==> src/rtl/mem_wb_unit.sv <==
// Memory/writeback stage: single-instruction valid/ready intake, dcache
// request/response handshake, byte-lane store/load alignment and tohost CSR.
module mem_wb_unit #(
   parameter int              XLEN      = 32,
   parameter logic [XLEN-1:0] CSR_RESET = '0
) (
   input  logic              clk,
   input  logic              reset,
   input  logic              in_valid,
   output logic              in_ready,
   input  logic [31:0]       inst_in,
   input  logic [XLEN-1:0]   pc_in,
   input  logic [XLEN-1:0]   alu_out,
   input  logic [XLEN-1:0]   store_data,
   input  logic [XLEN-1:0]   rs1_to_csr,
   output logic              dcache_req_valid,
   input  logic              dcache_req_ready,
   output logic [XLEN-1:0]   dcache_addr,
   output logic [XLEN/8-1:0] dcache_we,
   output logic [XLEN-1:0]   dcache_din,
   input  logic              dcache_resp_valid,
   input  logic [XLEN-1:0]   dcache_dout,
   output logic              wb_valid,
   output logic [XLEN-1:0]   wb_data,
   output logic [4:0]        rd,
   output logic [XLEN-1:0]   csr_out,
   output logic              misalign
);
   localparam int NB = XLEN / 8;
   localparam int OW = $clog2(NB);

   localparam logic [6:0] OPC_LOAD   = 7'b0000011;
   localparam logic [6:0] OPC_STORE  = 7'b0100011;
   localparam logic [6:0] OPC_JAL    = 7'b1101111;
   localparam logic [6:0] OPC_JALR   = 7'b1100111;
   localparam logic [6:0] OPC_SYSTEM = 7'b1110011;
   localparam logic [6:0] OPC_OP     = 7'b0110011;
   localparam logic [6:0] OPC_OPIMM  = 7'b0010011;
   localparam logic [6:0] OPC_LUI    = 7'b0110111;
   localparam logic [6:0] OPC_AUIPC  = 7'b0010111;

   typedef enum logic [1:0] {IDLE, REQ, RESP, DONE} state_t;
   state_t state, state_next;

   logic [6:0]      opcode;
   logic [2:0]      funct3;
   logic [1:0]      size;
   logic [OW-1:0]   off, amask;
   logic            is_load, is_store, misaligned;
   logic [NB-1:0]   base_we, st_we;
   logic [XLEN-1:0] st_din;
   logic            wr_rd, csr_we;
   logic [XLEN-1:0] nm_data, csr_val;

   logic [OW-1:0]   l_off;
   logic [2:0]      l_f3;
   logic [4:0]      l_rd;
   logic            l_store;
   logic [XLEN-1:0] shifted, ld_data;

   logic accept, issue, finish;

   assign in_ready = (state == IDLE);

   // Decode of the instruction currently offered on the input side
   always_comb begin
      opcode   = inst_in[6:0];
      funct3   = inst_in[14:12];
      size     = funct3[1:0];
      off      = alu_out[OW-1:0];
      is_load  = (opcode == OPC_LOAD) && (funct3 != 3'b111) && (size != 2'd3 || XLEN == 64);
      is_store = (opcode == OPC_STORE) && !funct3[2] && (size != 2'd3 || XLEN == 64);
      case (size)
         2'd0: begin
            amask   = '0;
            base_we = NB'(1);
            st_din  = {NB{store_data[7:0]}};
         end
         2'd1: begin
            amask   = OW'(1);
            base_we = NB'(3);
            st_din  = {(NB/2){store_data[15:0]}};
         end
         2'd2: begin
            amask   = OW'(3);
            base_we = NB'(15);
            st_din  = {(NB/4){store_data[31:0]}};
         end
         default: begin
            amask   = '1;
            base_we = '1;
            st_din  = store_data;
         end
      endcase
      misaligned = |(off & amask);
      st_we      = base_we << off;

      wr_rd   = 1'b0;
      nm_data = alu_out;
      csr_we  = 1'b0;
      csr_val = rs1_to_csr;
      case (opcode)
         OPC_JAL, OPC_JALR: begin
            wr_rd   = 1'b1;
            nm_data = pc_in + XLEN'(4);
         end
         OPC_OP, OPC_OPIMM, OPC_LUI, OPC_AUIPC: wr_rd = 1'b1;
         OPC_SYSTEM: begin
            if (inst_in[31:20] == 12'h51E) begin
               if (funct3 == 3'b001) begin
                  csr_we = 1'b1;
               end else if (funct3 == 3'b101) begin
                  csr_we  = 1'b1;
                  csr_val = XLEN'(inst_in[19:15]);
               end
            end
         end
         default: ;
      endcase
   end

   // Load extraction uses the offset/funct3 latched at accept time
   always_comb begin
      shifted = dcache_dout >> {l_off, 3'b000};
      case (l_f3)
         3'b000:  ld_data = XLEN'($signed(shifted[7:0]));
         3'b100:  ld_data = XLEN'(shifted[7:0]);
         3'b001:  ld_data = XLEN'($signed(shifted[15:0]));
         3'b101:  ld_data = XLEN'(shifted[15:0]);
         3'b010:  ld_data = XLEN'($signed(shifted[31:0]));
         3'b110:  ld_data = XLEN'(shifted[31:0]);
         default: ld_data = shifted;
      endcase
   end

   always_ff @(posedge clk) begin
      if (reset) state <= IDLE;
      else       state <= state_next;
   end

   always_comb begin
      state_next = state;
      accept     = 1'b0;
      issue      = 1'b0;
      finish     = 1'b0;
      case (state)
         IDLE: begin
            if (in_valid) begin
               accept     = 1'b1;
               issue      = (is_load || is_store) && !misaligned;
               state_next = issue ? REQ : DONE;
            end
         end
         REQ: begin
            if (dcache_req_ready) begin
               if (l_store || dcache_resp_valid) begin
                  finish     = 1'b1;
                  state_next = DONE;
               end else begin
                  state_next = RESP;
               end
            end
         end
         RESP: begin
            if (dcache_resp_valid) begin
               finish     = 1'b1;
               state_next = DONE;
            end
         end
         default: state_next = IDLE;
      endcase
   end

   // Non-memory and misaligned instructions retire straight from accept, so
   // their writeback registers load on the accept edge and show in DONE.
   always_ff @(posedge clk) begin
      if (reset) begin
         dcache_req_valid <= 1'b0;
         dcache_addr      <= '0;
         dcache_we        <= '0;
         dcache_din       <= '0;
         wb_valid         <= 1'b0;
         wb_data          <= '0;
         rd               <= '0;
         misalign         <= 1'b0;
         csr_out          <= CSR_RESET;
         l_off            <= '0;
         l_f3             <= '0;
         l_rd             <= '0;
         l_store          <= 1'b0;
      end else begin
         wb_valid <= 1'b0;
         misalign <= 1'b0;
         if (accept) begin
            l_off   <= off;
            l_f3    <= funct3;
            l_rd    <= inst_in[11:7];
            l_store <= is_store;
            if (issue) begin
               dcache_req_valid <= 1'b1;
               dcache_addr      <= alu_out & ~XLEN'(NB - 1);
               dcache_we        <= is_store ? st_we : '0;
               dcache_din       <= is_store ? st_din : '0;
            end else begin
               wb_valid <= 1'b1;
               misalign <= is_load || is_store;
               rd       <= wr_rd ? inst_in[11:7] : '0;
               wb_data  <= wr_rd ? nm_data : '0;
               if (csr_we) csr_out <= csr_val;
            end
         end
         if (state == REQ && dcache_req_ready) dcache_req_valid <= 1'b0;
         if (finish) begin
            wb_valid <= 1'b1;
            rd       <= l_store ? '0 : l_rd;
            wb_data  <= l_store ? '0 : ld_data;
         end
      end
   end
endmodule

==> config.mk <==
export PLATFORM = sky130hd
export DESIGN_NAME = mem_wb_unit
export DESIGN_NICKNAME = d
export VERILOG_FILES = /design/src/rtl/mem_wb_unit.sv
export SDC_FILE = /design/constraint.sdc
export NUM_CORES = 1
export LEC_CHECK = 0
export CORE_MARGIN = 8
export CORE_UTILIZATION = 40
export CTS_BUF_LIST = sky130_fd_sc_hd__clkbuf_8
export DETAILED_ROUTE_END_ITERATION = 8
export PLACE_DENSITY_LB_ADDON = 0.2
export SLEW_MARGIN = 10
export SYNTH_ARGS = -nofsm -noshare
export SYNTH_HDL_FRONTEND = slang
export SYNTH_SLANG_ARGS = --single-unit
==> constraint.sdc <==
create_clock -name clk -period 2 [get_ports clk]
set_input_delay 0.5 -clock clk [delete_from_list [all_inputs] [get_ports clk]]
set_output_delay 0.5 -clock clk [all_outputs]
set_load 0.1 [all_outputs]
==> results of run 1 <==
timing repair:
item,in CTS,in global routing
resized for setup,69,52
pin swaps,24,24
endpoints found under the setup margin,133,124
cloned,8,1
setup buffers,11,7
metrics by stage:
step / std cells / setup TNS, ns / cell area, µm² / total power, mW
finish: 1717 / -0.0150 / 14200 / 12.4
global route: 1717 / -0.528 / 14200 / 12.9
CTS: 1704 / -0.103 / 13900 / 12.2
detailed placement: 1655 / -82.15 / 13100 / 9.70
global placement: 1655 / -74.92 / 13100 / 9.63
floorplan: 999 / -1.86 / 7870 / 7.06
layer usage:
| metal | vias up | global-route usage [%] | wire length [µm] |
|---|---|---|---|
| met3 | 59 | 9.04 | 3130 |
| li1 | 4422 | - | - |
| met4 | 2 | 11.0 | 942 |
| met2 | 380 | 45.2 | 16700 |
| met5 | - | 0 | 12 |
| met1 | 4378 | 31.5 | 13400 |
layout by cell type, fill, tap and decap left out, types with 4 or more instances in the layout:
cell type        netlist  routed
nand2_1              165     160
a211oi_1              23      16
nor2_2                 0       4
nor4_4                 2       5
a211oi_2               1       6
a311oi_1              15      14
inv_8                  0       4
dlygate4sd2_1          0      20
dfxtp_1              151     148
mux2i_1               30      30
buf_12                 0     103
o21ai_1                0       8
nor2_1               139     133
and2_1                 5       4
dlymetal6s2s_1         0       7
a21oi_2                1       5
xnor2_1               23      22
diode_2                0       5
a21oi_1               97      91
buf_6                  5       8
a221oi_2               0       8
nor3_1                32      28
buf_4                  4     178
o21ai_0               44      35
nand4_1               18      18
clkdlybuf4s50_1        0     168
inv_6                  0       5
clkbuf_8               0      17
buf_16                 0       6
inv_1                  9       7
mux2_2                23      23
nand3_1               42      40
a22oi_1               32      31
nand2_2                1       4
worst max-delay path, cell delays in order:
cell             delay, ns
clkdlybuf4s50_1       0.47
nor2b_4               0.14
and4b_1               0.21
nand3_2               0.08
or4_4                 0.53
bufbuf_16             0.31
nand2_1               0.06
a21oi_1               0.06
layout make-up:
| type | instances | area [µm²] | share of cell area [%] |
|---|---|---|---|
| diodes | 5 | 12.5 | 0.0882 |
| clock buffers | 17 | 234 | 1.65 |
| clock inverters | 15 | 160 | 1.13 |
| inverters | 9 | 33.8 | 0.238 |
| multi-input cells | 761 | 4710 | 33.2 |
| flip-flops and latches | 151 | 3030 | 21.3 |
| well taps | 265 | 332 | 2.34 |
| repair buffers | 494 | 5690 | 40.1 |
state kept, by name (all words and copies together), names as in the netlist, 3 cells and up:
register / flops
l_rd: 5
dcache_we: 4
wb_data: 32
csr_out: 32
l_f3: 3
rd: 5
dcache_din: 32
dcache_addr: 30
path summary, 6_finish.rpt:
path,to,slack [ns],cells past startpoint
setup / recovery,csr_out[9],-0.01,8
hold / removal,wb_data[31],0.40,3
setup reg to reg,wb_data[5],0.09,10
hold reg to reg,csr_out[12],0.45,2
kinds of logic after synthesis:
| kind of cell | count (synthesis) | synth area share (%) |
|---|---|---|
| AND/OR/NAND/NOR | 437 | 25.4 |
| AO/OA/AOI/OAI | 237 | 19.1 |
| flip-flops | 151 | 38.9 |
| buffers and inverters | 87 | 5.29 |
| multiplexers | 54 | 7.48 |
| XOR/XNOR | 26 | 2.93 |
| adder cells (fa/ha/maj) | 5 | 0.805 |
| other | 1 | 0.0482 |
report_power, final:
group | total (mW) | switching [mW] | internal [mW] | leakage, nW
clock | 2.42 | 1.38 | 1.04 | 0.198
sequential | 3.65 | 0.325 | 3.32 | 1.23
combinational | 6.36 | 3.78 | 2.58 | 4.13
==> impl_results.md, run 1 <==
* Clk root buf: clkbuf_8
* CP Launch Type: input pin
* Share of the synthesized area in the top cell type at 38.9%
* Dominant cells by area after synthesis: dfxtp_1 39%, nand2_1 8.0%, nor2_1 6.7%
* FF-to-FF Start: state[1]
* Hold buffers post-CTS at 0
* Dpl hpwl at 25200 µm
* Clk_skew at 0.0102 ns
* Max-Cap Viols at 0
* Die Y at 155 µm
* Largest net degree at the start of global routing at 90
* Count leader, synth: nand2_1
* CTS Buf Count at 17
* Routed WL at 34100 µm
* Crit. Startpoint: inst_in[30]
* Period utilization at 100%
* Placement Setup Slack at -0.701 ns
* Core Rows at 51
* CTS max path bufs at 2
* EDFF count, synth at 0
* CTS tree: done
* Final nets at 1636
* Area growth from synthesis to layout at 82.5%
* Ports at 338
* Clk sinks at 151
* Area of the mapped netlist at 7770 µm²
* First-pass GRT wire length at 51700 µm
* Mean Syn Cell Area at 7.79 µm²
* Routability Congestion at 0.974
* Worst skew pair latency at 0.46 ns
* RSZ-0062 raised after global routing: yes
* Pre-Repair DR Iteration Count at 5
* Final Util at 73.6%
* ANT nets after route at 0
* Fraction of layout cells with a size suffix above 1 at 29.9%
* Synth Instances at 998
* Initial core utilization at 40.3%
* Status: finished with violations
* Maximum clock rate at 498 MHz
* Final hold slack at 0.402 ns
* Failing checks: setup timing
* Worst Setup Slack, final at -0.00971 ns
* DR iter-0 viols at 540
* Grt total ovfl at 0
* WP data required at 2.34 ns
* DR WL/cell at 19.9 µm
* Final count of hold timing violations at 0
* Crit path DAT at 2.35 ns
* Via density at 5.38
* Die W at 155 µm
* Ys async rst share at 0%
* Global-route total usage across every layer at 27.1%
* CP Max Fanout at 13
* Yosys Warn Count at 0
* Clock Pin Slew Worst Setup and Hold Paths at 0.10 ns
* Post-synthesis sequential area ratio at 38.9%
* H-tree levels at 4
* PortBufs at 335
* Max_slew headroom at 62.9%
* CP Class: in -> reg
* Fill cells at 1461
* Yosys top cell by area: dfxtp_1
* Worst Tran Pin Value at 0.555 ns
* Leak Pwr at 5.55 nW
* Peak supply drop at 0.000510 V
* Initial antenna violation count at 6
* Vias in the first global route at 9321
* Die area at 24200 µm²
* Pins Over Slew Limit at 0
* Core area at 19300 µm²
* Minimum clock period at 2.01 ns
* Crit path capture type: flip-flop
* Min-delay src: reset
* # setup viols final at 3
* Synth unique cells at 59
* Worst Hold Class: in -> reg
* Via count at 9241
* Top FF cell, synth: dfxtp_1
* PwrDens at 876 nW/µm²
* Yosys reg bits at 151
* Synth top cells by count: 165 x nand2_1, 151 x dfxtp_1, 139 x nor2_1
* DRC at 0
Power figures use the tool's default switching activity.
==> run 2: changes to the inputs <==
--- a/config.mk
+++ b/config.mk
@@ -5,7 +5,6 @@
 export SDC_FILE = /design/constraint.sdc
 export NUM_CORES = 1
 export LEC_CHECK = 0
-export CORE_MARGIN = 8
 export CORE_UTILIZATION = 40
 export CTS_BUF_LIST = sky130_fd_sc_hd__clkbuf_8
 export DETAILED_ROUTE_END_ITERATION = 8
==> run 2 against run 1 <==
The run now ends clean. Core utilization is 1.8 points higher. Clock-buffer cell count is 2 higher. Clock power rose by 5%. Global-route usage increased by 3.4 points. Worst setup slack gained 0.011 ns. Worst hold slack got worse by 0.020 ns. Sequential power about the same. Critical path type unchanged. Highest routed layer unchanged.
==> impl_results.md, run 2 (synthesis results as in run 1) <==
* Die W at 141 µm (-9.0%)
* CTS Buf Count at 17 (unchanged)
* Leak Pwr at 5.61 nW (+1.1%)
* Peak supply drop at 0.000466 V (-8.6%)
* Via density at 5.37 (-0.19%)
* Largest regs: csr_out (32), dcache_din (32), wb_data (32)
* CP Launch Type: input pin
* DRC at 0 (unchanged)
* Vias in the first global route at 8947 (-4.0%)
* Global route hottest layer: met2
* Core Rows at 50 (-2.0%)
* Initial antenna violation count at 2 (-4)
* Core area at 18900 µm² (-2.0%)
* Largest net degree at the start of global routing at 72 (-20%)
* Via count at 9240 (-0.011%)
* PwrDens at 874 nW/µm² (-0.26%)
* Initial core utilization at 41.2% (+0.81 points)
* Routability Congestion at 0.926 (-4.9%)
* # setup viols final at 0 (-3)
* Die Y at 141 µm (-9.0%)
* Commonest non-fill, non-tap cells in the layout: 188 x buf_4, 163 x clkdlybuf4s50_1, 161 x nand2_1
* Worst path cell trace: clkdlybuf4s50_1 > mux4_2 > nand3b_1 > o21ai_0 > a221oi_2 > nor3_1
* CP max-delay cell: mux4_2
* CP Max Fanout at 8 (-5)
* Dpl hpwl at 23200 µm (-8.0%)
* Area growth from synthesis to layout at 83.4%
* DR WL/cell at 18.5 µm (-7.1%)
* First-pass GRT wire length at 47500 µm (-8.1%)
* Crit path DAT at 2.33 ns (-0.02 ns)
* Fraction of layout cells with a size suffix above 1 at 31.2% (+1.3 points)
* Global-route total usage across every layer at 30.5% (+3.4 points)
* CTS tree: done
* Commonest non-fill, non-tap cell in the layout: buf_4
* ANT nets after route at 0 (unchanged)
* CTS max path bufs at 2 (unchanged)
* M1 GR Usage at 37.2% (+5.6 points)
* Final nets at 1647 (+0.67%)
* WP data required at 2.33 ns (about the same)
* Ports at 338 (unchanged)
* Worst skew pair latency at 0.46 ns (about the same)
* Final Power at 12.5 mW (+0.21%)
* Clk root buf: clkbuf_8
* H-tree levels at 4 (unchanged)
* Final Util at 75.5% (+1.8 points)
* Die area at 20000 µm² (-17%)
* DR iter-0 viols at 819 (+52%)
* Status: finished clean
* Final count of hold timing violations at 0 (unchanged)
* M2 GR Usage at 51.2% (+6.0 points)
* Routed WL at 31800 µm (-6.9%)
* CP Class: in -> reg
* Pre-Repair DR Iteration Count at 6 (+1)
* Minimum clock period at 2.00 ns (-0.0109 ns)
* CP peak stage delay at 0.50 ns (-0.03 ns)
* Crit path capture type: flip-flop
* Fill cells at 1446 (-1.0%)
* Grt total ovfl at 0 (unchanged)
* Period utilization at 99.9% (-0.54 points)
* Clock Pin Slew Worst Setup and Hold Paths at 0.09 ns (about the same)
* Met3 usage at 9.18% (+0.14 points)
* Clk sinks at 151 (unchanged)
* Clk_skew at 0.0133 ns (+0.00307 ns)
* Worst Hold Class: in -> reg
* Maximum clock rate at 500 MHz (+0.54%)
* PortBufs at 335 (unchanged)
* Pins Over Slew Limit at 0 (unchanged)
* Max-Cap Viols at 0 (unchanged)
-- run 2: cell count changes in the layout (fill, tap and decap cells not counted), moves of 4 or more --
cell	change
buf_4	+10
clkdlybuf4s50_1	-5
a311oi_1	-4
nor2_1	-4
buf_6	+5
a311oi_2	+4
-- run 2: cell type report --
type                    count  area (µm²)  share of cell area (%)
diodes                      2        5.00                  0.0351
clock buffers              19         262                    1.83
clock inverters            13         161                    1.13
inverters                   9        33.8                   0.237
multi-input cells         761        4710                    33.0
flip-flops and latches    151        3030                    21.3
well taps                 260         325                    2.28
repair buffers            505        5730                    40.2
-- run 2: timing repair --
action	CTS	global route
gates cloned	4	3
buffers inserted	9	8
setup endpoints to repair	135	135
pin swaps	26	30
gates resized for setup	65	84
hold buffers	0	0
-- run 2: routing by layer --
layer | part of all wire (%) | wire length [µm] | vias up
met5 | 0.16 | 50 | -
met4 | 1.9 | 613 | 2
met3 | 8.4 | 2670 | 48
met2 | 49 | 15500 | 394
met1 | 41 | 12900 | 4376
li1 | - | - | 4420
-- run 2: metrics by stage --
stage | std cells | hold WS, ns | area (µm²) | worst slack, ns | setup TNS (ns)
floorplan | 999 | 0.436 | 7870 | -0.0905 | -1.86
global placement | 1662 | 0.438 | 13100 | -0.673 | -76.98
detailed placement | 1662 | 0.444 | 13100 | -0.718 | -82.03
CTS | 1707 | 0.351 | 13800 | 0.00538 | 0
global route | 1720 | 0.379 | 14300 | -0.0551 | -0.140
finish | 1720 | 0.382 | 14300 | 0.00115 | 0
-- run 2: final timing paths --
check | start | slack, ns | cells after the start | endpoint
worst min-delay path | reset | 0.38 | 2 | l_rd[1]
worst max-delay path | dcache_dout[23] | 0.001 | 6 | wb_data[8]
worst max register to register | state[0] | 0.03 | 10 | wb_data[22]
worst min register to register | csr_out[18] | 0.46 | 2 | csr_out[18]
-- run 2: critical path, delay by kind of cell --
family | cells | cell delay (ns)
compound gates | 2 | 0.54
buf+inv | 1 | 0.44
mux | 1 | 0.50
simple gates | 2 | 0.34
-- run 2: report_power, final --
part           switching (mW)  total [mW]  internal, mW
sequential              0.349        3.68          3.33
clock                    1.33        2.55          1.22
combinational            3.70        6.22          2.52
